### src/rtl/adsr_envelope_bank_pkg.sv
// ---------------------------------------------------------------------------
// adsr_envelope_bank_pkg
//   Shared configuration for the envelope generators: control and level
//   types, the envelope ceiling, the default rate-step scaling and the
//   per-voice envelope state encoding.
//   No ports (package only).
// ---------------------------------------------------------------------------
package adsr_envelope_bank_pkg;

    localparam int ENV_PARAM_WIDTH     = 7;
    localparam int ENV_LEVEL_WIDTH     = 16;
    localparam int ENVELOPE_STEP_SHIFT = 3;

    typedef logic [ENV_PARAM_WIDTH-1:0] percent_t;
    typedef logic [ENV_LEVEL_WIDTH-1:0] level_t;

    localparam level_t ENVELOPE_CEILING = '1;

    typedef enum logic [2:0] {
        IDLE    = 3'd0,
        ATTACK  = 3'd1,
        DECAY   = 3'd2,
        SUSTAIN = 3'd3,
        RELEASE = 3'd4
    } env_state_t;

endpackage

### src/rtl/adsr_envelope_bank_step.sv
// ---------------------------------------------------------------------------
// adsr_voice_step
//   Pure combinational next-state / next-level function for one ADSR voice.
//   The caller resolves gate edges first and presents the resulting state.
//   Ports:
//     state, level         current (edge-resolved) state and raw level
//     attack, decay        rate controls, 0 = fastest
//     sustain              sustain level control
//     release_rate         release rate control
//     next_state, next_level  values to store at the end of the voice slot
// ---------------------------------------------------------------------------
module adsr_voice_step
    import adsr_envelope_bank_pkg::*;
#(
    parameter int LEVEL_WIDTH = ENV_LEVEL_WIDTH,
    parameter int PARAM_WIDTH = ENV_PARAM_WIDTH,
    parameter int STEP_SHIFT  = ENVELOPE_STEP_SHIFT
) (
    input  env_state_t             state,
    input  logic [LEVEL_WIDTH-1:0] level,
    input  logic [PARAM_WIDTH-1:0] attack,
    input  logic [PARAM_WIDTH-1:0] decay,
    input  logic [PARAM_WIDTH-1:0] sustain,
    input  logic [PARAM_WIDTH-1:0] release_rate,
    output env_state_t             next_state,
    output logic [LEVEL_WIDTH-1:0] next_level
);

    // One extra bit of headroom so sums and compares never wrap.
    localparam int EW = LEVEL_WIDTH + 1;

    function automatic logic [EW-1:0] calc_step(input logic [PARAM_WIDTH-1:0] p);
        logic [EW-1:0] full_scale;
        full_scale = EW'(1) << PARAM_WIDTH;
        return (full_scale - EW'(p)) << STEP_SHIFT;
    endfunction

    logic [LEVEL_WIDTH-1:0] sus_level;

    // Sustain level is the control replicated from the MSB down, so full
    // scale maps to all-ones and zero maps to zero.
    for (genvar j = 0; j < LEVEL_WIDTH; j++) begin : g_sus
        assign sus_level[j] = sustain[PARAM_WIDTH-1-((LEVEL_WIDTH-1-j) % PARAM_WIDTH)];
    end

    logic [EW-1:0] lvl_ext;
    logic [EW-1:0] sus_ext;
    logic [EW-1:0] ceil_ext;
    logic [EW-1:0] step_a;
    logic [EW-1:0] step_d;
    logic [EW-1:0] step_r;
    logic [EW-1:0] attack_sum;

    assign lvl_ext    = {1'b0, level};
    assign sus_ext    = {1'b0, sus_level};
    assign ceil_ext   = {1'b0, {LEVEL_WIDTH{1'b1}}};
    assign step_a     = calc_step(attack);
    assign step_d     = calc_step(decay);
    assign step_r     = calc_step(release_rate);
    assign attack_sum = lvl_ext + step_a;

    always_comb begin
        next_state = state;
        next_level = level;
        case (state)
            IDLE: begin
                next_level = '0;
            end
            ATTACK: begin
                if (attack_sum >= ceil_ext) begin
                    next_level = '1;
                    next_state = DECAY;
                end else begin
                    next_level = LEVEL_WIDTH'(attack_sum);
                end
            end
            DECAY: begin
                if (lvl_ext <= sus_ext + step_d) begin
                    next_level = sus_level;
                    next_state = SUSTAIN;
                end else begin
                    next_level = LEVEL_WIDTH'(lvl_ext - step_d);
                end
            end
            SUSTAIN: begin
                next_level = sus_level;
            end
            RELEASE: begin
                if (lvl_ext <= step_r) begin
                    next_level = '0;
                    next_state = IDLE;
                end else begin
                    next_level = LEVEL_WIDTH'(lvl_ext - step_r);
                end
            end
            default: begin
                next_level = '0;
                next_state = IDLE;
            end
        endcase
    end

endmodule

### src/rtl/adsr_envelope_bank.sv
// ---------------------------------------------------------------------------
// adsr_envelope_bank
//   Time-multiplexed multi-voice ADSR envelope generator. Each tick starts a
//   sweep that updates one voice per cycle through a shared adsr_voice_step.
//   Optional feature macro: ADSR_VELOCITY_EN (per-voice velocity scaling of
//   the output level, one extra cycle of latency on level and sweep_done).
//   Ports:
//     clock, reset   system clock, synchronous active-high reset
//     tick           single-cycle strobe starting a sweep
//     gate           per-voice note-on level
//     velocity       per-voice velocity (only with ADSR_VELOCITY_EN)
//     attack, decay, sustain, release_rate   shared envelope controls
//     level          registered per-voice envelope level
//     active         per-voice state is not IDLE
//     sweep_done     one-cycle pulse after all voices are updated
//     overrun        sticky: a tick arrived during a sweep and was dropped
// ---------------------------------------------------------------------------
module adsr_envelope_bank
    import adsr_envelope_bank_pkg::*;
#(
    parameter int VOICE_COUNT = 4,
    parameter int LEVEL_WIDTH = ENV_LEVEL_WIDTH,
    parameter int PARAM_WIDTH = ENV_PARAM_WIDTH,
    parameter int STEP_SHIFT  = ENVELOPE_STEP_SHIFT
) (
    input  logic                                   clock,
    input  logic                                   reset,
    input  logic                                   tick,
    input  logic [VOICE_COUNT-1:0]                 gate,
`ifdef ADSR_VELOCITY_EN
    input  logic [VOICE_COUNT-1:0][PARAM_WIDTH-1:0] velocity,
`endif
    input  logic [PARAM_WIDTH-1:0]                 attack,
    input  logic [PARAM_WIDTH-1:0]                 decay,
    input  logic [PARAM_WIDTH-1:0]                 sustain,
    input  logic [PARAM_WIDTH-1:0]                 release_rate,
    output logic [VOICE_COUNT-1:0][LEVEL_WIDTH-1:0] level,
    output logic [VOICE_COUNT-1:0]                 active,
    output logic                                   sweep_done,
    output logic                                   overrun
);

    localparam int IDX_W = (VOICE_COUNT > 1) ? $clog2(VOICE_COUNT) : 1;
    localparam logic [IDX_W-1:0] LAST_SLOT = IDX_W'(VOICE_COUNT - 1);

    env_state_t             state     [VOICE_COUNT];
    logic [LEVEL_WIDTH-1:0] raw_level [VOICE_COUNT];
    logic [VOICE_COUNT-1:0] prev_gate;
    logic                   busy;
    logic [IDX_W-1:0]       slot;
    logic                   sweep_end;
    logic                   in_progress;

    logic                   cur_gate;
    logic                   rise;
    logic                   fall;
    env_state_t             cur_state;
    env_state_t             eff_state;
    env_state_t             next_state;
    logic [LEVEL_WIDTH-1:0] next_level;

    // Edges override normal progression; a falling gate on an idle voice
    // has nothing to release.
    assign cur_gate  = gate[slot];
    assign rise      = cur_gate & ~prev_gate[slot];
    assign fall      = ~cur_gate & prev_gate[slot];
    assign cur_state = state[slot];

    always_comb begin
        eff_state = cur_state;
        if (rise) begin
            eff_state = ATTACK;
        end else if (fall && (cur_state != IDLE)) begin
            eff_state = RELEASE;
        end
    end

    adsr_voice_step #(
        .LEVEL_WIDTH (LEVEL_WIDTH),
        .PARAM_WIDTH (PARAM_WIDTH),
        .STEP_SHIFT  (STEP_SHIFT)
    ) u_step (
        .state        (eff_state),
        .level        (raw_level[slot]),
        .attack       (attack),
        .decay        (decay),
        .sustain      (sustain),
        .release_rate (release_rate),
        .next_state   (next_state),
        .next_level   (next_level)
    );

    // Sweep sequencing and per-voice state storage. sweep_end marks the
    // cycle after the last voice slot; ticks are refused until it clears.
    always_ff @(posedge clock) begin
        if (reset) begin
            busy      <= 1'b0;
            slot      <= '0;
            sweep_end <= 1'b0;
            overrun   <= 1'b0;
            prev_gate <= '0;
            for (int i = 0; i < VOICE_COUNT; i++) begin
                state[i]     <= IDLE;
                raw_level[i] <= '0;
            end
        end else begin
            sweep_end <= 1'b0;
            if (tick && in_progress) begin
                overrun <= 1'b1;
            end
            if (tick && !in_progress) begin
                busy <= 1'b1;
                slot <= '0;
            end
            if (busy) begin
                state[slot]     <= next_state;
                raw_level[slot] <= next_level;
                prev_gate[slot] <= cur_gate;
                if (slot == LAST_SLOT) begin
                    busy      <= 1'b0;
                    sweep_end <= 1'b1;
                end else begin
                    slot <= slot + 1'b1;
                end
            end
        end
    end

    for (genvar i = 0; i < VOICE_COUNT; i++) begin : g_active
        assign active[i] = (state[i] != IDLE);
    end

`ifdef ADSR_VELOCITY_EN
    logic [PARAM_WIDTH-1:0] vel_latch    [VOICE_COUNT];
    logic [LEVEL_WIDTH-1:0] scaled_level [VOICE_COUNT];
    logic                   upd_valid;
    logic [IDX_W-1:0]       upd_slot;
    logic                   done_q;
    logic [PARAM_WIDTH:0]   vel_factor;
    logic [LEVEL_WIDTH+PARAM_WIDTH:0] product;

    assign vel_factor = {1'b0, vel_latch[upd_slot]} + 1'b1;
    assign product    = {{(PARAM_WIDTH+1){1'b0}}, raw_level[upd_slot]}
                      * {{LEVEL_WIDTH{1'b0}}, vel_factor};

    // Velocity is captured on the note-on edge; scaling runs one cycle
    // behind the raw update so it always sees the freshly stored values.
    always_ff @(posedge clock) begin
        if (reset) begin
            upd_valid <= 1'b0;
            upd_slot  <= '0;
            done_q    <= 1'b0;
            for (int i = 0; i < VOICE_COUNT; i++) begin
                vel_latch[i]    <= '0;
                scaled_level[i] <= '0;
            end
        end else begin
            upd_valid <= busy;
            upd_slot  <= slot;
            done_q    <= sweep_end;
            if (busy && rise) begin
                vel_latch[slot] <= velocity[slot];
            end
            if (upd_valid) begin
                scaled_level[upd_slot] <= LEVEL_WIDTH'(product >> PARAM_WIDTH);
            end
        end
    end

    assign sweep_done  = done_q;
    assign in_progress = busy | sweep_end | done_q;

    for (genvar i = 0; i < VOICE_COUNT; i++) begin : g_level
        assign level[i] = scaled_level[i];
    end
`else
    assign sweep_done  = sweep_end;
    assign in_progress = busy | sweep_end;

    for (genvar i = 0; i < VOICE_COUNT; i++) begin : g_level
        assign level[i] = raw_level[i];
    end
`endif

endmodule
### config.mk
export PLATFORM = sky130hd
export DESIGN_NAME = adsr_envelope_bank
export DESIGN_NICKNAME = d
export VERILOG_FILES = /design/src/rtl/adsr_envelope_bank_pkg.sv /design/src/rtl/adsr_envelope_bank_step.sv /design/src/rtl/adsr_envelope_bank.sv
export SDC_FILE = /design/constraint.sdc
export NUM_CORES = 1
export LEC_CHECK = 0
export ABC_CLOCK_PERIOD_IN_PS = 5500
export CAP_MARGIN = 20
export CORE_MARGIN = 1
export CORE_UTILIZATION = 40
export DETAILED_ROUTE_END_ITERATION = 8
export DONT_BUFFER_PORTS = 1
export PLACE_DENSITY = 0.56
export SLEW_MARGIN = 20
export SYNTH_ARGS = -nofsm -noshare
export SYNTH_HDL_FRONTEND = slang
export SYNTH_SLANG_ARGS = --single-unit
### constraint.sdc
create_clock -name clock -period 5.5 [get_ports clock]
set_input_delay 0.825 -clock clock [delete_from_list [all_inputs] [get_ports clock]]
set_output_delay 0.825 -clock clock [all_outputs]
set_load 0.05 [all_outputs]
* Word-level counts from Yosys, hierarchy flattened
Memory sizes are Yosys's and may differ from the RTL's. A register that Yosys moved wholly into a read port is not among the register bits.
Index checks and enable logic that the tools add are counted.
** Word-level totals
- Word-level logic and storage cells :: 83
- Memories kept :: 2
- RAM bits :: 76
- Flip-flop bits (word level) :: 9
- Input port bits :: 35
- Output and inout bits :: 70
** Memory list
- raw_level :: depth 4, bits a word 16, read ports 5, clocked after memory_dff 1, wr ports 4, line adsr_envelope_bank.sv:47 : logic [LEVEL_WIDTH-1:0] raw_level [VOICE_COUNT];
- state :: depth 4, bits a word 3, read ports 5, clocked after memory_dff 1, wr ports 4, line adsr_envelope_bank.sv:46 : env_state_t state [VOICE_COUNT];
** Operators by class
- Reduce and logical (&&, ||, !) cells :: 15
- Add/sub/neg operators :: 8
- Bitwise operators :: 6
- Multiplexer cells :: 37
- Order comparisons :: 5
- Equal/unequal tests :: 5
** Operators with widths (number)
- 16-bit 2-to-1 mux :: 4
- 16-bit one-hot mux with 4 select lines :: 1
- 16-bit by 17-bit adder with 17-bit output :: 2
- 16-bit by 17-bit <= comparator with 1-bit output :: 2
- 16-bit subtractor :: 2
- 8-bit by 7-bit subtractor with 9-bit output, first input constant :: 3
- 3-bit 2-to-1 mux :: 6
- 17-bit by 16-bit >= comparator with 1-bit output, second input constant :: 1
- 16-bit OR reduction :: 1
- 3-bit nonzero test :: 5
- 1-bit 2-to-1 mux :: 14
- 2-bit 2-to-1 mux :: 7
- 3-bit one-hot mux with 4 select lines :: 1
- 3-bit by 2-bit equality test with 1-bit output, second input constant :: 2
- 1-bit binary-select mux with 2-bit select :: 2
- 4-bit bitwise mux :: 1
- 1-bit logical AND :: 4
- 2-bit OR reduction :: 2
- 3-bit by 1-bit equality test with 1-bit output, second input constant :: 1
- 3-bit equality test, second input constant :: 1
- 3-bit logical NOT :: 1
- 2-bit by 3-bit < comparator with 1-bit output, second input constant :: 1
- 1-bit NOT :: 3
- 3-bit OR reduction :: 1
- 7 further kinds :: 8

* Logic depth before layout (Yosys ltp)
Gate-level depths: netlist of the first run.
- Word-level depth :: 11
- Gate-level depth with buffers :: 21
- Gate-level depth less buffers :: 21

* Modules after synthesis
From an unflattened synthesis of the first run, not the netlist that was laid out.
** Unflattened totals
- Cells, all modules :: 704
- Area, all modules :: 7136.8 µm²
** Modules (own cells, without submodules)
- adsr_envelope_bank :: cells each 250, area an instance 3843.7 µm², instances 1, sequential area each 2462.4 µm²
- adsr_voice_step :: cells each 454, area an instance 3293.2 µm², instances 1, sequential area each 0.0 µm²

* Least setup slack after synthesis of the first run
No wires, ideal clock.
- Path kind :: in2reg
- Start :: input port decay[0]
- End :: memory raw_level[0][6] in the netlist's numbering, data pin
- Path buffers :: 0
- Setup time :: 0.279 ns
- Setup slack :: 0.555 ns
- Required time :: 5.221 ns
- Stages on the path :: 20
- Arrival time :: 4.666 ns
- Cells stage by stage :: inv_1 -> ha_1 -> fa_1 -> nand3_1 -> nand2_1 -> a21o_1 -> a21o_1 -> a21o_1 -> a21o_1 -> and3_1 -> xnor2_1 -> ha_1 -> a21o_1 -> a21oi_1 -> o2111ai_1 -> o21ai_0 -> nor2_1 -> mux2_2 -> a221oi_2 -> a21oi_1
** RTL lines
- start: declaration :: line adsr_envelope_bank.sv:34 : input logic [PARAM_WIDTH-1:0] decay,
- end: declaration :: line adsr_envelope_bank.sv:47

==> results of run 1 <==
==> metal layers <==
layer / part of all wire [%] / vias up / global-route usage [%] / wire length [um]
met5: 0 / - / 0 / 0
met4: 2.2 / 0 / 7.955 / 488
met1: 43 / 2775 / 33.08 / 9448
li1: - / 2633 / - / -
met3: 8.8 / 38 / 6.317 / 1937
met2: 46 / 257 / 40.34 / 10120
==> area by class of cell <==
type                       count  area (um^2)  share of cell area, %
multi-input combinational    553         4194                  56.70
sequential                    85         2464                  33.31
tap                          220        275.3                  3.721
clock buffer                  12        236.5                  3.197
inverter                      34        127.6                  1.725
timing repair buffer          10        75.07                  1.015
clock inverter                 4        25.02                 0.3383
==> registers in the layout, summed over array words and instances (netlist names) <==
register,count
sweep_done,1
busy,1
slot,2
prev_gate,4
raw_level,64
overrun,1
state,12
==> logic make-up (layout without fill, tap and decap cells) <==
kind of cell	after synthesis	after routing	share of synthesized area [%]
xor+xnor	44	44	5.566
buf+inv	62	60	3.867
simple gates	215	215	15.41
compound gates	206	206	20.37
mux	26	26	7.607
fa+ha+maj	62	62	11.62
flops	85	85	35.56
==> worst max-delay path, delay by kind of cell <==
family,cells,cell delay [ns]
AND/OR/NAND/NOR,4,0.75
AO/OA/AOI/OAI,8,1.97
buffers and inverters,1,0.05
multiplexers,1,0.31
XOR/XNOR,2,0.42
adder cells (fa/ha/maj),3,0.80
==> power by group <==
group          total, mW  leakage (nW)  switching [mW]  internal, mW
sequential         0.857         0.863           0.118         0.739
combinational      0.746          1.76           0.468         0.279
clock              0.550         0.123           0.245         0.305
total               2.15          2.74           0.831          1.32
==> final timing paths <==
kind                             start                            end  cells past startpoint
max reg2reg  raw_level[3][3]$_DFFE_PP_  raw_level[0][5]$_SDFFCE_PN0P_                     11
max                           decay[0]      raw_level[3][6]$_DFFE_PP_                     19
min reg2reg  prev_gate[2]$_SDFFE_PP0P_      prev_gate[2]$_SDFFE_PP0P_                      2
min          prev_gate[2]$_SDFFE_PP0P_      prev_gate[2]$_SDFFE_PP0P_                      2
==> cells in the mapped netlist, drive strengths merged, types with 4 or more instances <==
cell     instances  share of area [%]
inv             34                1.8
o2111ai          4               0.51
o21a            12                1.3
nor2            67                3.6
or2              7               0.67
dfxtp            9                2.6
clkbuf          10               0.54
a21oi           80                5.8
nand3           18                1.3
mux4            21                6.8
nor3            19                1.4
a211oi           8                1.0
nand2           37                2.0
o211ai          11                1.3
a21o            12                1.3
ha              57                 10
a21boi           6               0.65
o31a             4               0.51
or3              7               0.63
edfxtp          76                 33
nor4             5               0.45
fa               4                1.2
xor2            16                2.0
and2             7               0.63
nand4            9               0.81
o21ai           35                2.7
nor2b           12                1.1
buf             18                1.5
a22oi           10                1.2
a221oi           6                1.2
xnor2           28                3.5
and3             9               0.81
nand2b           9               0.81
==> stage by stage <==
stage / std cells / area, um^2 / setup WS (ns) / total power [mW]
2_1_floorplan: 700 / 6924 / 0.5549 / 1.392
3_3_place_gp: 902 / 7136 / 0.2810 / 1.593
3_5_place_dp: 902 / 7136 / 0.1517 / 1.602
4_1_cts: 918 / 7397 / 0.5024 / 2.145
5_1_grt: 918 / 7397 / 0.1245 / 2.250
6_report: 918 / 7397 / 0.4320 / 2.153
==> impl_metrics.ini, run 1 <==
[run_status]
status = complete, no violations

[die]
core_um2 = 16760
die-area_um2 = 17840
die_w_um = 133.6
dieHeight_um = 133.6
pin_count = 105
start_util_pct = 41.31
rows = 47

[worst_setup_path]
worstSetupPathType = input port to flip-flop
cp.required_ns = 5.55
end_kind = flip-flop
worstPathMaxFanout = 5
critPathSlowestCell = a221oi_2
worst_setup_path_start_kind = input port
crit_path_frequent_cell = ha_1
cp.arrival_ns = 5.12
r2r_setup_slack_ns = 0.78
slowest_delay_ns = 0.41
critical_path.cell_chain = inv_1, ha_1, nand2_1, or3_1, xor2_1, ha_1, a211o_1, o22a_1, nand4_1, xor2_1, ha_1, a21o_1, a21oi_1, o2111ai_1, o21ai_0, nor2_1, mux2_2, a221oi_2, a21oi_1

[clocking]
htree_levels = 3
ctsHoldBuffers = 0
clk_path_buf_depth = 2
cts-buffers-inserted = 9
postCtsSetupBuffers = 0
root_buffer = clkbuf_16
clock-sinks = 85
cts.clk_slew.worst_paths_ns = 0.06
tritoncts = built
clock_latency_ns = 0.34
cts-resized-gates = 0

[grt]
grt_overflow = 0
gr-usage-all-layers_pct = 25.10
antenna_found_initial = 0
grt_first_pass_wirelength_um = 33550
grt_max_degree = 23
grt_pass1_vias = 5746

[timing]
fmax_mhz = 197.3
setup_viol = 0
hold_viol = 0
hold_ws_ns = 0.4541
rsz0062_at_grt = false
tightest_slew_ns = 0.9804
fin_skew_ns = 0.007299
drv_slew = 0
fin_tns_setup_ns = 0
period_needed_ns = 5.068
maxSlewHeadroom_pct = 34.40
post-route-period-util_pct = 92.14

[run]
cap_violations = 0

[routing]
wl_per_cell_um = 23.96
drcViolationCount = 0
first_pass_iters = 5
drtIter0Drc = 382
vias = 5703
vias_per_cell = 6.212
wl_um = 22000
drtAntennaViolNets = 0

[synthesis]
synth-edff-count = 76
yosys_warnings = 0
syn_nets = 796
syn-cell-area_um2 = 6924
synthArstFlopShare_pct = 0
ys_seq_area_share_pct = 35.56
synth-seq-cells = 85
postSynthCellCount = 700
synth_ff_type = edfxtp_1
yosysUniqueCellTypes = 72
syn_area_per_cell_um2 = 9.892

[placement]
place_hpwl_um = 17110
place_congestion = 0.9855
io_buffers = 0

[power_and_ir_drop]
ir_drop_v = 0.0002181
p_per_area_nw_per_um2 = 291.0
leakage_nw = 2.741

[cells_and_area]
area_delta_synth_final_pct = 6.830
final_common_cell = a21oi_1
drive_gt1_share_pct = 10.74
most-common-layout-cells = a21oi_1 (79), edfxtp_1 (76), nor2_1 (67), ha_1 (57), nand2_1 (37)
nFillCells = 1634
fin_nets = 789
diodes = 0
final_util_pct = 44.14

[worst_hold_path]
hold_path_class = flip-flop to flip-flop
(Power assumes the default switching activity.)
==> run 2, diff against run 1 <==
- ABC_CLOCK_PERIOD_IN_PS: 5500 -> 5860
- clock period: 5.5 -> 5.86 ns (I/O delays scaled with it)
==> impl_metrics.ini, run 2 (same netlist as run 1, synthesis figures left out) <==
[timing]
fmax_mhz = 190.1
hold_ws_ns = 0.4531
setup_ws_ns = 0.6001
setup_viol = 0
maxSlewHeadroom_pct = 31.70
post-route-period-util_pct = 89.76
tightest_slew_ns = 1.021
rsz0062_at_grt = false
hold_viol = 0
drv_slew = 0
fin_skew_ns = 0.008966
period_needed_ns = 5.260
fin_tns_setup_ns = 0

[worst_setup_path]
worst_setup_path_start_kind = input port
reg2reg_to = raw_level[0][5]$_SDFFCE_PN0P_
cp_num_cells = 19
worstRegToRegCells = 11
critPathSlowestCell = a221oi_1
worstSetupPathType = input port to flip-flop
cp.arrival_ns = 5.31
cp.required_ns = 5.91
end_kind = flip-flop
cp-endpoint = raw_level[3][9]$_DFFE_PP_
critical_path.cell_chain = inv_1, ha_1, nand2_1, or3_1, xor2_1, ha_1, a211o_1, o22a_1, nand4_1, xor2_1, ha_1, a21o_1, a21oi_1, o2111ai_1, o21ai_0, nor2_1, mux2i_1, a221oi_1, a21oi_1
worstPathMaxFanout = 7
cp.buffers_inverters = 1
slowest_delay_ns = 0.52
crit_start = decay[0]
crit_path_frequent_cell = ha_1
reg2reg_from = raw_level[3][3]$_DFFE_PP_
r2r_setup_slack_ns = 1.15
cp_top_family = compound AO/OA/AOI/OAI gates

[die]
rows = 47
start_util_pct = 41.31
core_um2 = 16760
die_w_um = 133.6
die-area_um2 = 17840
pin_count = 105
dieHeight_um = 133.6

[clocking]
htree_levels = 3
cts.clk_slew.worst_paths_ns = 0.06
root_buffer = clkbuf_16
cts-buffers-inserted = 9
ctsHoldBuffers = 0
clock_latency_ns = 0.34
postCtsSetupBuffers = 0
tritoncts = built
clock-sinks = 85
clk_path_buf_depth = 2
cts-resized-gates = 0

[placement]
io_buffers = 0
place_hpwl_um = 16750
place_ws_ns = 0.3139
place_congestion = 0.9196

[cells_and_area]
drive_gt1_share_pct = 10.92
diodes = 0
regMostFlops = raw_level
most-common-layout-cells = a21oi_1 (79), edfxtp_1 (76), nor2_1 (67), ha_1 (57), nand2_1 (37)
seqCellArea_um2 = 2464
area_delta_synth_final_pct = 7.192
fin_nets = 787
final_common_cell = a21oi_1
top_regs = raw_level x64, state x12, prev_gate x4
largest_reg_flops = 64
final_util_pct = 44.29
nFillCells = 1585
multiInputGateArea_um2 = 4194

[run]
cap_violations = 0

[routing]
vias = 5564
wl_per_cell_um = 23.67
drcViolationCount = 0
first_pass_iters = 5
drtAntennaViolNets = 0
drtIter0Drc = 362
wl_um = 21680
vias_per_cell = 6.074

[power_and_ir_drop]
comb_power_share_pct = 33.5
seq_power_share_pct = 38.8
leakage_nw = 2.761
intPower_mw = 1.290
ir_drop_v = 0.0003248
p_per_area_nw_per_um2 = 278.7
finalPower_mw = 2.069
p_sw_share_pct = 37.66
clkPwrFrac_pct = 27.7
p_sw_mw = 0.7791

[run_status]
status = complete, no violations

[grt]
grt_first_pass_wirelength_um = 33080
grt_max_degree = 23
antenna_found_initial = 0
grt_pass1_vias = 5571
grt_overflow = 0
gr-usage-all-layers_pct = 24.82

[worst_hold_path]
hold_path_class = flip-flop to flip-flop
[run 2: final cells by class]
class / count / share of cell area (%)
Clock inverter: 6 / 0.8429
Sequential cell: 85 / 33.19
Multi-Input combinational cell: 553 / 56.51
Clock buffer: 10 / 3.220
Inverter: 34 / 1.719
Tap cell: 220 / 3.709
Timing Repair Buffer: 8 / 0.8092
[run 2: routing by layer]
metal  part of all wire (%)  track usage [%]  up-vias
met5                      0                0        -
met4                    1.9            7.386        0
met3                    7.8            6.507       29
met2                     46            38.95      178
met1                     44            33.49     2729
li1                       -                -     2628
[run 2: power groups by stage]
| stage | combinational [mW] | clock (mW) | sequential (mW) |
|---|---|---|---|
| 5_1_grt | 0.757 | 0.603 | 0.807 |
| 3_5_place_dp | 0.680 | 0 | 0.816 |
| 4_1_cts | 0.684 | 0.579 | 0.803 |
| 6_report | 0.692 | 0.573 | 0.803 |
| 2_1_floorplan | 0.508 | 0 | 0.799 |
| 3_3_place_gp | 0.676 | 0 | 0.815 |
[run 2: worst min-delay path by stage]
stage | cells past startpoint | slack (ns) | start | to
floorplan | 2 | 0.43 | prev_gate[2]$_SDFFE_PP0P_ | prev_gate[2]$_SDFFE_PP0P_
detailed placement | 2 | 0.44 | prev_gate[0]$_SDFFE_PP0P_ | prev_gate[0]$_SDFFE_PP0P_
CTS | 2 | 0.46 | prev_gate[0]$_SDFFE_PP0P_ | prev_gate[0]$_SDFFE_PP0P_
finish | 2 | 0.45 | prev_gate[3]$_SDFFE_PP0P_ | prev_gate[3]$_SDFFE_PP0P_
global route | 2 | 0.49 | prev_gate[1]$_SDFFE_PP0P_ | prev_gate[1]$_SDFFE_PP0P_
global placement | 2 | 0.43 | prev_gate[0]$_SDFFE_PP0P_ | prev_gate[0]$_SDFFE_PP0P_
[run 2: worst register-to-register path: cells and delay by family, from the launching register on]
family                   cells  cell delay [ns]
AO/OA/AOI/OAI                5             1.89
XOR/XNOR                     1             0.34
AND/OR/NAND/NOR              2             0.22
multiplexers                 1             0.66
flip-flops                   1             0.63
adder cells (fa/ha/maj)      2             0.69
[run 2: stage by stage]
step	instance area, um^2	std cells
4_1_cts	7422	916
6_report	7422	916
3_5_place_dp	7121	900
2_1_floorplan	6924	700
3_3_place_gp	7121	900
5_1_grt	7422	916
